File: config.mk
export PLATFORM = sky130hd
export DESIGN_NAME = multiplier_flat
export DESIGN_NICKNAME = d
export VERILOG_FILES = /design/src/rtl/rv32m_pkg.sv /design/src/rtl/multiplier_if.sv /design/src/rtl/multiplier.sv /design/src/flat_wrapper.sv
export SDC_FILE = /design/constraint.sdc
export NUM_CORES = 1
export LEC_CHECK = 0
export CAP_MARGIN = 20
export CORE_MARGIN = 10
export CORE_UTILIZATION = 60
export DETAILED_ROUTE_END_ITERATION = 6
export GPL_ROUTABILITY_DRIVEN = 0
export PLACE_DENSITY = 0.83
export SLEW_MARGIN = 30
export SYNTH_ARGS = -nofsm -noshare
export SYNTH_HDL_FRONTEND = slang
export SYNTH_SLANG_ARGS = --single-unit
File: constraint.sdc
create_clock -name clk -period 18.8 [get_ports clk]
set_clock_uncertainty 0.15 [all_clocks]
set_input_delay 5.64 -clock clk [delete_from_list [all_inputs] [get_ports clk]]
set_output_delay 5.64 -clock clk [all_outputs]
set_load 0.05 [all_outputs]
File: src/rtl/rv32m_pkg.sv
// Shared RV32M execute-stage types: op encodings, multiplier FSM states, datapath width.
package rv32m_pkg;

  localparam int MUL_WIDTH = 32;

  typedef enum logic [1:0] {
    OP_MUL    = 2'b00,
    OP_MULH   = 2'b01,
    OP_MULHSU = 2'b10,
    OP_MULHU  = 2'b11
  } mul_op_t;

  typedef enum logic [1:0] {
    IDLE,
    CALC,
    FINAL,
    DONE
  } mul_state_t;

endpackage

File: src/rtl/multiplier_if.sv
// Start/done handshake and operand/result bundle between the EX stage and the multiplier.
interface multiplier_if;
  import rv32m_pkg::*;

  logic                     start;
  mul_op_t                  mul_op;
  logic [MUL_WIDTH-1:0]     a;
  logic [MUL_WIDTH-1:0]     b;
  logic [MUL_WIDTH-1:0]     p;
  logic [2*MUL_WIDTH-1:0]   product;
  logic                     busy;
  logic                     done;

  modport master (output start, mul_op, a, b, input p, product, busy, done);
  modport slave  (input start, mul_op, a, b, output p, product, busy, done);

endinterface

File: src/rtl/multiplier.sv
// Iterative shift-add RV32M multiplier: magnitudes in, BITS_PER_CYCLE bits per CALC step,
// sign fix-up in FINAL, one-cycle done pulse shared with the divider's handshake.
module multiplier
  import rv32m_pkg::*;
#(
  parameter int BITS_PER_CYCLE = 4
) (
  input  logic         clk,
  input  logic         rst,
  multiplier_if.slave  mif
);

  localparam int STEPS = MUL_WIDTH / BITS_PER_CYCLE;
  localparam int CNT_W = $clog2(STEPS + 1);

  mul_state_t               state_q, state_d;
  mul_op_t                  op_q, op_d;
  logic                     neg_q, neg_d;
  logic [MUL_WIDTH-1:0]     mcand_q, mcand_d;
  logic [2*MUL_WIDTH-1:0]   acc_q, acc_d;
  logic [CNT_W-1:0]         cnt_q, cnt_d;
  logic [MUL_WIDTH-1:0]     p_q, p_d;
  logic [2*MUL_WIDTH-1:0]   product_q, product_d;

  logic                     sign_a, sign_b;
  logic [2*MUL_WIDTH-1:0]   acc_step;
  logic [2*MUL_WIDTH-1:0]   prod_fix;

  // acc holds {partial product high half, remaining multiplier bits}; the 33-bit sum keeps the carry.
  function automatic logic [2*MUL_WIDTH-1:0] add_shift(input logic [2*MUL_WIDTH-1:0] acc,
                                                       input logic [MUL_WIDTH-1:0]   mcand);
    logic [MUL_WIDTH:0] sum;
    sum = {1'b0, acc[2*MUL_WIDTH-1:MUL_WIDTH]} + (acc[0] ? {1'b0, mcand} : '0);
    return {sum, acc[MUL_WIDTH-1:1]};
  endfunction

  function automatic logic [MUL_WIDTH-1:0] magnitude(input logic [MUL_WIDTH-1:0] v,
                                                     input logic                 neg);
    return neg ? (~v + 1'b1) : v;
  endfunction

  always_comb begin
    state_d   = state_q;
    op_d      = op_q;
    neg_d     = neg_q;
    mcand_d   = mcand_q;
    acc_d     = acc_q;
    cnt_d     = cnt_q;
    p_d       = p_q;
    product_d = product_q;
    sign_a    = mif.a[MUL_WIDTH-1] & (mif.mul_op != OP_MULHU);
    sign_b    = mif.b[MUL_WIDTH-1] & ((mif.mul_op == OP_MUL) || (mif.mul_op == OP_MULH));
    acc_step  = acc_q;
    prod_fix  = neg_q ? (~acc_q + 1'b1) : acc_q;

    case (state_q)
      IDLE: begin
        if (mif.start) begin
          op_d    = mif.mul_op;
          neg_d   = sign_a ^ sign_b;
          mcand_d = magnitude(mif.a, sign_a);
          acc_d   = {{MUL_WIDTH{1'b0}}, magnitude(mif.b, sign_b)};
          cnt_d   = CNT_W'(STEPS);
          state_d = CALC;
        end
      end
      CALC: begin
        for (int i = 0; i < BITS_PER_CYCLE; i++) begin
          acc_step = add_shift(acc_step, mcand_q);
        end
        acc_d = acc_step;
        cnt_d = cnt_q - CNT_W'(1);
        if (cnt_q == CNT_W'(1)) begin
          state_d = FINAL;
        end
      end
      FINAL: begin
        product_d = prod_fix;
        p_d       = (op_q == OP_MUL) ? prod_fix[MUL_WIDTH-1:0] : prod_fix[2*MUL_WIDTH-1:MUL_WIDTH];
        state_d   = DONE;
      end
      DONE: begin
        state_d = IDLE;
      end
      default: begin
        state_d = IDLE;
      end
    endcase
  end

  always_ff @(posedge clk) begin
    if (rst) begin
      state_q   <= IDLE;
      op_q      <= OP_MUL;
      neg_q     <= 1'b0;
      mcand_q   <= '0;
      acc_q     <= '0;
      cnt_q     <= '0;
      p_q       <= '0;
      product_q <= '0;
    end else begin
      state_q   <= state_d;
      op_q      <= op_d;
      neg_q     <= neg_d;
      mcand_q   <= mcand_d;
      acc_q     <= acc_d;
      cnt_q     <= cnt_d;
      p_q       <= p_d;
      product_q <= product_d;
    end
  end

  assign mif.busy    = (state_q == CALC) || (state_q == FINAL);
  assign mif.done    = (state_q == DONE);
  assign mif.p       = p_q;
  assign mif.product = product_q;

endmodule
File: src/flat_wrapper.sv
// flat-port wrapper written by rule: the top's interface ports become plain ports
module multiplier_flat import rv32m_pkg::*;
#(
  parameter int BITS_PER_CYCLE = 4
)
  (clk, rst, mif_start, mif_mul_op, mif_a, mif_b, mif_p, mif_product, mif_busy, mif_done);
  multiplier_if mif_i ();
  input  logic clk;
  input  logic rst;
  input wire logic [$bits(mif_i.start)-1:0] mif_start;
  input wire logic [$bits(mif_i.mul_op)-1:0] mif_mul_op;
  input wire logic [$bits(mif_i.a)-1:0] mif_a;
  input wire logic [$bits(mif_i.b)-1:0] mif_b;
  output wire logic [$bits(mif_i.p)-1:0] mif_p;
  output wire logic [$bits(mif_i.product)-1:0] mif_product;
  output wire logic [$bits(mif_i.busy)-1:0] mif_busy;
  output wire logic [$bits(mif_i.done)-1:0] mif_done;
  assign mif_i.start = mif_start;
  assign mif_i.mul_op = mif_mul_op;
  assign mif_i.a = mif_a;
  assign mif_i.b = mif_b;
  assign mif_p = mif_i.p;
  assign mif_product = mif_i.product;
  assign mif_busy = mif_i.busy;
  assign mif_done = mif_i.done;
  multiplier #(.BITS_PER_CYCLE(BITS_PER_CYCLE)) u_core (.clk(clk), .rst(rst), .mif(mif_i));
endmodule
==> impl_metrics.json, run 1 <==
{
  "status": "finished clean",
  "fin_crit_sh_pct": 48.39,
  "grt_pass1_vias": 16578,
  "power_density_mw_per_mm2": 124.6,
  "worstPathMaxFanout": 21,
  "p_sw_share_pct": 49.74,
  "viasPerCell": 6.353,
  "fin_total_pwr_mw": 2.477,
  "dp.cells": 2776,
  "fin_crit_ps": 9098,
  "drive_gt1_share_pct": 3.292,
  "ff2ff_setup_slack_ps": 9700,
  "antenna_found_initial": 0,
  "wl_um": 55010,
  "r2r-end": "u_core.acc_q[61]$_SDFFE_PP0P_",
  "worst_setup_path_end_kind": "register",
  "design.core.area_mm2": 0.02863,
  "antenna_left": 0,
  "dieHeight_um": 190.3,
  "wire_per_inst_um": 19.55,
  "root_buffer": "clkbuf_16",
  "holdPathEnd": "u_core.mif.product[60]$_SDFFE_PP0P_",
  "relSlewSlack_pct": 37.21,
  "worstHoldPathCells": 2,
  "syn_area_per_cell_um2": 7.418,
  "critPathMaxStageDelay_ps": 760,
  "slowest_stage": "dfxtp_1",
  "hold_class": "register to register",
  "synth_edf_count": 0,
  "cts_tree": "yes",
  "post-route-drc-count": 0,
  "initial_utilization_pct": 60.77,
  "cts.sinks": 201,
  "fin_setup_tns_ps": 0,
  "ys_seq_area_share_pct": 23.13,
  "crit_arrival_ps": 9330,
  "area_delta_synth_final_pct": 14.29,
  "timing.fmax_mhz": 109.9,
  "fin_nets": 2626,
  "r2r_cells": 35,
  "maxCapViolCount": 0,
  "ys_ff_latch": 201,
  "num_vias": 17877,
  "synthCells": 2345,
  "crit_type": "register to register",
  "synth_area_mm2": 0.01739,
  "report.final.slew_viol_count": 0,
  "place_hpwl_um": 42980,
  "leakage_nw": 8.228,
  "start_kind": "register",
  "post-place-ws_ps": 9440,
  "clk_pin_slew_ps": 60,
  "grt_max_degree": 101,
  "p_comb_share_pct": 55.4,
  "seqCellArea_mm2": 0.004025,
  "grt_pass1_wl_um": 86330,
  "setup_ws_ps": 9702,
  "cp_top_family": "compound AO/OA/AOI/OAI gates",
  "numCtsBuffers": 22,
  "synth-main-ff-cell": "dfxtp_1",
  "r2r-start": "u_core.acc_q[0]$_SDFFE_PP0P_",
  "worstHoldStart": "u_core.mif.product[60]$_SDFFE_PP0P_",
  "htreeDepth": 1,
  "grt_use_total_pct": 28.64,
  "synth_warnings": 0,
  "finalHoldViolCount": 0,
  "yosysUniqueCellTypes": 76,
  "placed_area_mm2": 0.01916,
  "hold_ws_ps": 303.2,
  "numPortBuffers": 166,
  "utilization_pct": 69.45,
  "post_cts_buffers": 0,
  "syn_nets": 2555,
  "io_pins": 167,
  "peakVddDrop_mv": 0.07643,
  "nFillCells": 2287,
  "die_w_um": 190.3,
  "antennaDiodeCount": 0,
  "dr.first_iter.drc_count": 1842,
  "rows": 62,
  "ys_async_sr_fraction_pct": 0,
  "cp_num_cells": 35,
  "pwr-share-seq_pct": 27.4,
  "instances_no_fill": 2814,
  "die-area_mm2": 0.03620,
  "tightest_slew_ps": 941.8,
  "hold_buffers": 0,
  "insertion_delay_ps": 510,
  "crit_buf_inv": 1,
  "crit_required_ps": 19030,
  "layout_common_cells": "nand2_1, nor2_1, dfxtp_1",
  "final-setup-viol-count": 0,
  "internal_power_mw": 1.245,
  "pwr-share-clk_pct": 17.2,
  "final_common_cell": "nand2_1",
  "power_switching_mw": 1.232,
  "stdcell_area_mm2": 0.01988,
  "gr-total-overflow": 0,
  "cts_resized": 0,
  "multiInputGateArea_mm2": 0.01266,
  "dr.pass1.iters": 6,
  "cts_buffer_depth": 3,
  "rsz0062_at_grt": "no"
}
==> worst register-to-register path: cells and delay by family, from the launching register on <==
| kind | cells | cell delay (ps) |
|---|---|---|
| AO/OA/AOI/OAI | 18 | 4460 |
| XOR/XNOR | 3 | 480 |
| AND/OR/NAND/NOR | 9 | 1260 |
| flip-flops | 1 | 760 |
| adder cells (fa/ha/maj) | 4 | 1490 |
| buffers and inverters | 1 | 350 |
==> sequential cells by signal (all words and copies together) (netlist names) <==
signal	cells
u_core.acc_q	64
u_core.cnt_q	4
u_core.mcand_q	32
u_core.mif.p	32
u_core.mif.product	64
u_core.neg_q	1
u_core.op_q	2
u_core.state_q	2
==> Yosys cell counts, drive strengths merged (6+ instances only) <==
| library cell | count | area share, % |
|---|---|---|
| a2111oi | 7 | 0.35 |
| a211oi | 93 | 4.0 |
| a21boi | 6 | 0.26 |
| a21o | 65 | 2.8 |
| a21oi | 197 | 5.7 |
| a22o | 9 | 0.45 |
| a22oi | 13 | 0.56 |
| a311oi | 8 | 0.40 |
| a31oi | 21 | 0.76 |
| and2 | 138 | 5.0 |
| and3 | 9 | 0.32 |
| buf | 9 | 0.21 |
| clkbuf | 122 | 2.6 |
| dfxtp | 201 | 23 |
| ha | 137 | 9.9 |
| inv | 66 | 1.4 |
| mux2i | 9 | 0.52 |
| nand2 | 261 | 5.6 |
| nand2b | 29 | 1.0 |
| nand3 | 42 | 1.2 |
| nand3b | 7 | 0.30 |
| nand4 | 18 | 0.65 |
| nor2 | 209 | 4.5 |
| nor2b | 12 | 0.43 |
| nor3 | 31 | 0.89 |
| nor3b | 6 | 0.26 |
| nor4 | 14 | 0.50 |
| o211ai | 15 | 0.65 |
| o21a | 9 | 0.39 |
| o21ai | 172 | 4.9 |
| o21bai | 14 | 0.60 |
| o221ai | 14 | 0.70 |
| o22ai | 6 | 0.22 |
| o31ai | 36 | 1.6 |
| o41ai | 11 | 0.71 |
| or2 | 13 | 0.48 |
| or3 | 24 | 0.89 |
| or4 | 14 | 0.65 |
| xnor2 | 114 | 5.7 |
| xor2 | 118 | 5.9 |
==> power groups by stage <==
stage          logic (mW)  clock network, mW  registers (mW)
2_1_floorplan       0.819                  0           0.786
4_1_cts              1.35              0.430           0.670
6_report             1.37              0.427           0.678
5_1_grt              1.48              0.447           0.690
3_5_place_dp         1.34                  0           0.678
3_3_place_gp         1.31                  0           0.674
==> layer usage <==
layer	wire length [µm]	track usage, %	part of all wire (%)	vias to the layer above
met5	0	0	0	-
met4	2264	11.45	4.1	0
met3	5474	4.517	10	143
met2	24390	46.15	44	906
met1	22880	37.57	42	8297
li1	-	-	-	8531
==> cell families after synthesis <==
logic type	Yosys count	share of synthesized area, %
adder cells (fa/ha/maj)	141	10.32
flip-flops	201	23.13
AO/OA/AOI/OAI	729	26.79
XOR/XNOR	232	11.68
AND/OR/NAND/NOR	835	23.23
multiplexers	10	0.5827
buffers and inverters	197	4.266
==> area by class of cell <==
cell class	instances	area share, %
Inverter	66	1.246
Multi-Input combinational cell	1947	63.70
Sequential cell	201	20.25
Tap cell	384	2.417
Clock buffer	27	3.065
Clock inverter	11	0.5098
Timing Repair Buffer	178	8.817
==> how the worst max path moves through the flow <==
stage / from / end / slack [ps]
6_report: u_core.acc_q[0]$_SDFFE_PP0P_ / u_core.acc_q[61]$_SDFFE_PP0P_ / 9700
2_1_floorplan: mif_a[8] / u_core.mcand_q[28]$_SDFFE_PP0P_ / 10810
3_3_place_gp: mif_a[8] / u_core.mcand_q[30]$_SDFFE_PP0P_ / 9590
5_1_grt: u_core.acc_q[0]$_SDFFE_PP0P_ / u_core.acc_q[61]$_SDFFE_PP0P_ / 8960
3_5_place_dp: mif_a[8] / u_core.mcand_q[30]$_SDFFE_PP0P_ / 9440
4_1_cts: u_core.acc_q[0]$_SDFFE_PP0P_ / u_core.acc_q[61]$_SDFFE_PP0P_ / 9910
(Power assumes the default switching activity.)
==> inputs of run 2 (changes only) <==
--- a/config.mk
+++ b/config.mk
@@ -7,10 +7,10 @@
 export LEC_CHECK = 0
 export CAP_MARGIN = 20
 export CORE_MARGIN = 10
-export CORE_UTILIZATION = 60
+export CORE_UTILIZATION = 59
 export DETAILED_ROUTE_END_ITERATION = 6
 export GPL_ROUTABILITY_DRIVEN = 0
-export PLACE_DENSITY = 0.83
+export PLACE_DENSITY = 0.82
 export SLEW_MARGIN = 30
 export SYNTH_ARGS = -nofsm -noshare
 export SYNTH_HDL_FRONTEND = slang
==> constraint.sdc (replaced) <==
create_clock -name clk -period 8.55 [get_ports clk]
set_clock_uncertainty 0.15 [all_clocks]
set_input_delay 2.565 -clock clk [delete_from_list [all_inputs] [get_ports clk]]
set_output_delay 2.565 -clock clk [all_outputs]
set_load 0.05 [all_outputs]
==> run 2 against run 1 <==
  * Hold slack got worse by 0.98 ps
  * Critical path depth did not move
  * Sequential power rose by 120%
  * Register-to-register slack got worse by 9300 ps
  * Sequential share of layout area fell by 0.080 points
  * First-iteration DRC count rose by 3.7%
  * Core utilization fell by 0.41 points
  * Wire length rose by 2.2%
  * Total power rose by 120%
  * Maximum frequency rose by 12%
  * Via count rose by 0.87%
  * Global-route usage rose by 0.30 points
==> impl_metrics.json, run 2 (synthesis results as in run 1) <==
{
  "worstHoldStart": "u_core.mif.product[51]$_SDFFE_PP0P_",
  "antenna_left": 0,
  "report.final.slew_viol_count": 0,
  "design.core.area_mm2": 0.02894,
  "timing.fmax_mhz": 123.4,
  "dr.pass1.iters": 6,
  "hold_class": "register to register",
  "r2r-end": "u_core.acc_q[59]$_SDFFE_PP0P_",
  "die_w_um": 191.7,
  "cp_top_family": "compound AO/OA/AOI/OAI gates",
  "grt_pass1_wl_um": 88110,
  "tightest_slew_ps": 932.7,
  "numCtsBuffers": 23,
  "r2r_cells": 35,
  "area_delta_synth_final_pct": 14.85,
  "start_kind": "register",
  "insertion_delay_ps": 530,
  "worstHoldPathCells": 2,
  "numPortBuffers": 166,
  "final-setup-viol-count": 0,
  "post_cts_buffers": 0,
  "grt_max_degree": 73,
  "crit_type": "register to register",
  "placed_area_mm2": 0.01919,
  "fin_nets": 2632,
  "status": "finished clean",
  "fin_crit_ps": 8102,
  "rows": 62,
  "dr.first_iter.drc_count": 1911,
  "crit_buf_inv": 1,
  "cts.sinks": 201,
  "nFillCells": 2445,
  "slowest_stage": "ha_1",
  "worst_setup_path_end_kind": "register",
  "gr-total-overflow": 0,
  "initial_utilization_pct": 60.11,
  "crit_required_ps": 8790,
  "fin_crit_sh_pct": 94.76,
  "power_density_mw_per_mm2": 276.6,
  "num_vias": 18032,
  "htreeDepth": 1,
  "r2r-start": "u_core.acc_q[0]$_SDFFE_PP0P_",
  "io_pins": 167,
  "cts_tree": "yes",
  "drive_gt1_share_pct": 3.775,
  "root_buffer": "clkbuf_16",
  "clk_pin_slew_ps": 60,
  "grt_pass1_vias": 16608,
  "wire_per_inst_um": 19.93,
  "wl_um": 56220,
  "crit_arrival_ps": 8340,
  "maxCapViolCount": 0,
  "peakVddDrop_mv": 0.1555,
  "die-area_mm2": 0.03675,
  "antennaDiodeCount": 0,
  "place_hpwl_um": 43560,
  "fin_setup_tns_ps": 0,
  "critPathMaxStageDelay_ps": 420,
  "leakage_nw": 8.262,
  "post-route-drc-count": 0,
  "ff2ff_setup_slack_ps": 450,
  "layout_common_cells": "nand2_1, nor2_1, dfxtp_1",
  "relSlewSlack_pct": 37.78,
  "cp_common_cell": "a21o_1",
  "final_common_cell": "nand2_1",
  "stdcell_area_mm2": 0.01998,
  "cts_buffer_depth": 3,
  "dieHeight_um": 191.7,
  "holdPathEnd": "u_core.mif.product[51]$_SDFFE_PP0P_",
  "worstPathMaxFanout": 25,
  "viasPerCell": 6.392,
  "grt_use_total_pct": 28.94,
  "finalHoldViolCount": 0,
  "rsz0062_at_grt": "no",
  "antenna_found_initial": 1
}
## run 2: cell types whose count changed in the layout (fill, tap and decap cells not counted), sizes merged
cell,delta
buf,+5
bufinv,+1
clkbuf,-1
inv,+2
## run 2: per-stage QoR
step / hold slack, ps / power (mW) / worst slack, ps / instances / util, %
global placement: 285.4 / 4.375 / 301.3 / 2781 / 66.32
CTS: 307.1 / 5.453 / 116.8 / 2821 / 68.92
global route: 320.5 / 5.829 / 9.434 / 2821 / 69.04
finish: 302.2 / 5.527 / 447.6 / 2821 / 69.04
floorplan: 294.0 / 3.530 / 857.9 / 2345 / -
detailed placement: 293.5 / 4.447 / 20.13 / 2781 / 66.33
## run 2: how the worst max path moves through the flow
stage | to | start | depth (start not counted)
floorplan | u_core.acc_q[61]$_SDFFE_PP0P_ | u_core.acc_q[0]$_SDFFE_PP0P_ | 37
detailed placement | u_core.acc_q[61]$_SDFFE_PP0P_ | u_core.acc_q[0]$_SDFFE_PP0P_ | 36
finish | u_core.acc_q[59]$_SDFFE_PP0P_ | u_core.acc_q[0]$_SDFFE_PP0P_ | 35
global placement | u_core.acc_q[61]$_SDFFE_PP0P_ | u_core.acc_q[0]$_SDFFE_PP0P_ | 36
global route | u_core.acc_q[61]$_SDFFE_PP0P_ | u_core.acc_q[0]$_SDFFE_PP0P_ | 37
CTS | u_core.acc_q[57]$_SDFFE_PP0P_ | u_core.acc_q[0]$_SDFFE_PP0P_ | 34
## run 2: cell type report
cell class	count	area, µm²	share of cell area, %
Clock buffer	26	586.8	2.937
Clock inverter	14	160.2	0.8017
Inverter	66	247.7	1.240
Multi-Input combinational cell	1947	12690	63.51
Sequential cell	201	4029	20.17
Tap cell	384	480.5	2.405
Timing Repair Buffer	183	1787	8.943
## run 2: repair_timing
item                       4_1_cts  5_1_grt
hold endpoints to repair         0        0
gates resized for setup          1       12
hold buffers                     0        0
setup endpoints to repair        1       10
pin swaps                        0        1
## run 2: worst min-delay path: cells and delay by family, from the launching register on
family	cells	cell delay [ps]
flip-flops	1	320
AO/OA/AOI/OAI	1	50
AND/OR/NAND/NOR	1	40
## run 2: power by group
group	internal [mW]	leakage, nW	switching, mW
clock	0.563	0.366	0.432
sequential	1.18	1.64	0.327
combinational	1.02	6.26	2.01
## run 2: per-layer routing
metal	up-vias	GRT usage (%)	part of all wire, %
met2	970	46.02	44
met4	2	10.97	3.8
li1	8532	-	-
met5	-	0	0.021
met1	8384	38.57	41
met3	144	4.606	10
==> inputs of run 3 (changes only) <==
--- a/config.mk
+++ b/config.mk
@@ -10,6 +10,7 @@
 export CORE_UTILIZATION = 59
 export DETAILED_ROUTE_END_ITERATION = 6
 export GPL_ROUTABILITY_DRIVEN = 0
+export HOLD_SLACK_MARGIN = 0.08
 export PLACE_DENSITY = 0.82
 export SLEW_MARGIN = 30
 export SYNTH_ARGS = -nofsm -noshare
==> constraint.sdc (replaced) <==
create_clock -name clk -period 8.8 [get_ports clk]
set_clock_uncertainty 0.15 [all_clocks]
set_input_delay 2.64 -clock clk [delete_from_list [all_inputs] [get_ports clk]]
set_output_delay 2.64 -clock clk [all_outputs]
set_load 0.05 [all_outputs]
==> run 3 against run 2 <==
  * Via count decreased by 0.44%
  * Critical path type unchanged
  * Total power decreased by 0.40%
  * Global-route usage decreased by 0.15 points
  * Highest routed layer is now met4
  * Sequential share of layout area decreased by 0.088 points
==> impl_metrics.json, run 3 (synthesis results as in run 1) <==
{
  "status": "finished clean",
  "grt_max_degree": 70,
  "relSlewSlack_pct": 36.42,
  "leakage_nw": 8.314,
  "power_density_mw_per_mm2": 274.3,
  "r2r-start": "u_core.acc_q[0]$_SDFFE_PP0P_",
  "crit_start": "u_core.acc_q[0]$_SDFFE_PP0P_",
  "fin_total_pwr_mw": 5.504,
  "ff2ff_setup_slack_ps": 580,
  "r2r_cells": 37,
  "die-area_mm2": 0.03675,
  "cts_tree": "yes",
  "timing.fmax_mhz": 121.6,
  "peakVddDrop_mv": 0.1704,
  "wire_per_inst_um": 19.81,
  "rsz0062_at_grt": "no",
  "antenna_found_initial": 0,
  "cts.sinks": 201,
  "gr-total-overflow": 0,
  "htreeDepth": 1,
  "clk_pin_slew_ps": 70,
  "dieHeight_um": 191.7,
  "worstHoldStart": "u_core.mif.product[37]$_SDFFE_PP0P_",
  "crit_type": "register to register",
  "initial_utilization_pct": 60.11,
  "drive_gt1_share_pct": 3.655,
  "place_hpwl_um": 43080,
  "worstPathMaxFanout": 32,
  "num_vias": 17952,
  "fin_crit_ps": 8221,
  "cp_common_cell": "ha_1",
  "insertion_delay_ps": 530,
  "cts_buffer_depth": 3,
  "fin_nets": 2629,
  "post-route-drc-count": 0,
  "hold_buffers": 0,
  "numPortBuffers": 166,
  "rows": 62,
  "r2r-end": "u_core.acc_q[63]$_SDFFE_PP0P_",
  "viasPerCell": 6.366,
  "wl_um": 55860,
  "numCtsBuffers": 23,
  "area_delta_synth_final_pct": 15.36,
  "dr.first_iter.drc_count": 1958,
  "start_kind": "register",
  "endpoint": "u_core.acc_q[63]$_SDFFE_PP0P_",
  "grt_pass1_vias": 16433,
  "dr.pass1.iters": 6,
  "worst_setup_path_end_kind": "register",
  "fin_setup_tns_ps": 0,
  "maxCapViolCount": 0,
  "hold_class": "register to register",
  "crit_arrival_ps": 8530,
  "layout_common_cells": "nand2_1, nor2_1, dfxtp_1",
  "final-setup-viol-count": 0,
  "tightest_slew_ps": 953.2,
  "grt_use_total_pct": 28.79,
  "report.final.slew_viol_count": 0,
  "fin_crit_sh_pct": 93.42,
  "die_w_um": 191.7,
  "design.core.area_mm2": 0.02894,
  "critPathMaxStageDelay_ps": 430,
  "final_common_cell": "nand2_1",
  "slowest_stage": "ha_1",
  "grt_pass1_wl_um": 87490,
  "root_buffer": "clkbuf_16",
  "crit_required_ps": 9110,
  "io_pins": 167,
  "antenna_left": 0,
  "finalHoldViolCount": 0
}
-- run 3: cell types whose count changed in the layout (fill, tap and decap cells not counted), moves of 3 or more --
cell / delta
buf_4: -4
bufinv_16: +4
clkbuf_1: -3
clkbuf_8: +3
clkinv_4: -3
-- run 3: timing repair --
item / CTS / global route
setup endpoints to repair: 0 / 6
setup buffers: 0 / 0
resized for setup: 0 / 8
-- run 3: final cells by class --
cell class              instances  area (µm²)
well taps                     384       480.5
fillers                      2334        8870
inverters                      66       247.7
clock buffers                  26       616.8
flip-flops and latches        201        4029
multi-input cells            1947       12670
repair buffers                180        1772
clock inverters                15       250.2
diodes                          1       2.502
-- run 3: per-stage QoR --
step / hold slack (ps) / area [µm²] / std cells / util [%] / worst slack [ps]
after floorplan: 294.0 / 17390 / 2345 / - / 1108
after global placement: 285.9 / 19170 / 2778 / 66.25 / 769.8
after detailed placement: 295.0 / 19170 / 2778 / 66.25 / 521.5
after CTS: 309.4 / 20040 / 2819 / 69.25 / 480.6
after global routing: 328.1 / 20060 / 2819 / 69.34 / 29.10
final: 308.4 / 20070 / 2820 / 69.35 / 578.8
-- run 3: per-layer routing --
| metal | GRT usage (%) | share of wire [%] | vias to the layer above |
|---|---|---|---|
| met5 | 0 | 0 | - |
| met4 | 11.36 | 3.9 | 0 |
| met3 | 4.008 | 9.7 | 142 |
| met2 | 45.70 | 44 | 932 |
| met1 | 38.64 | 42 | 8334 |
| li1 | - | - | 8544 |
-- run 3: worst min path at each step --
stage | cells past startpoint | end
final | 2 | u_core.mif.product[37]$_SDFFE_PP0P_
after CTS | 2 | u_core.mif.product[61]$_SDFFE_PP0P_
after global routing | 2 | u_core.mif.p[19]$_SDFFE_PP0P_
after floorplan | 2 | u_core.op_q[0]$_SDFFE_PP0P_
after detailed placement | 2 | u_core.mif.product[61]$_SDFFE_PP0P_
after global placement | 2 | u_core.mif.product[51]$_SDFFE_PP0P_
-- run 3: power by group --
group	internal, mW	switching, mW
Clock	0.684	0.419
Sequential	1.14	0.326
Combinational	0.994	1.94
-- run 3: worst max-delay path: cells and delay by family (launching register included) --
kind | cells | cell delay, ps
AO/OA/AOI/OAI | 19 | 3910
adder cells (fa/ha/maj) | 5 | 1770
AND/OR/NAND/NOR | 9 | 1220
XOR/XNOR | 2 | 420
flip-flops | 1 | 390
buffers and inverters | 2 | 290
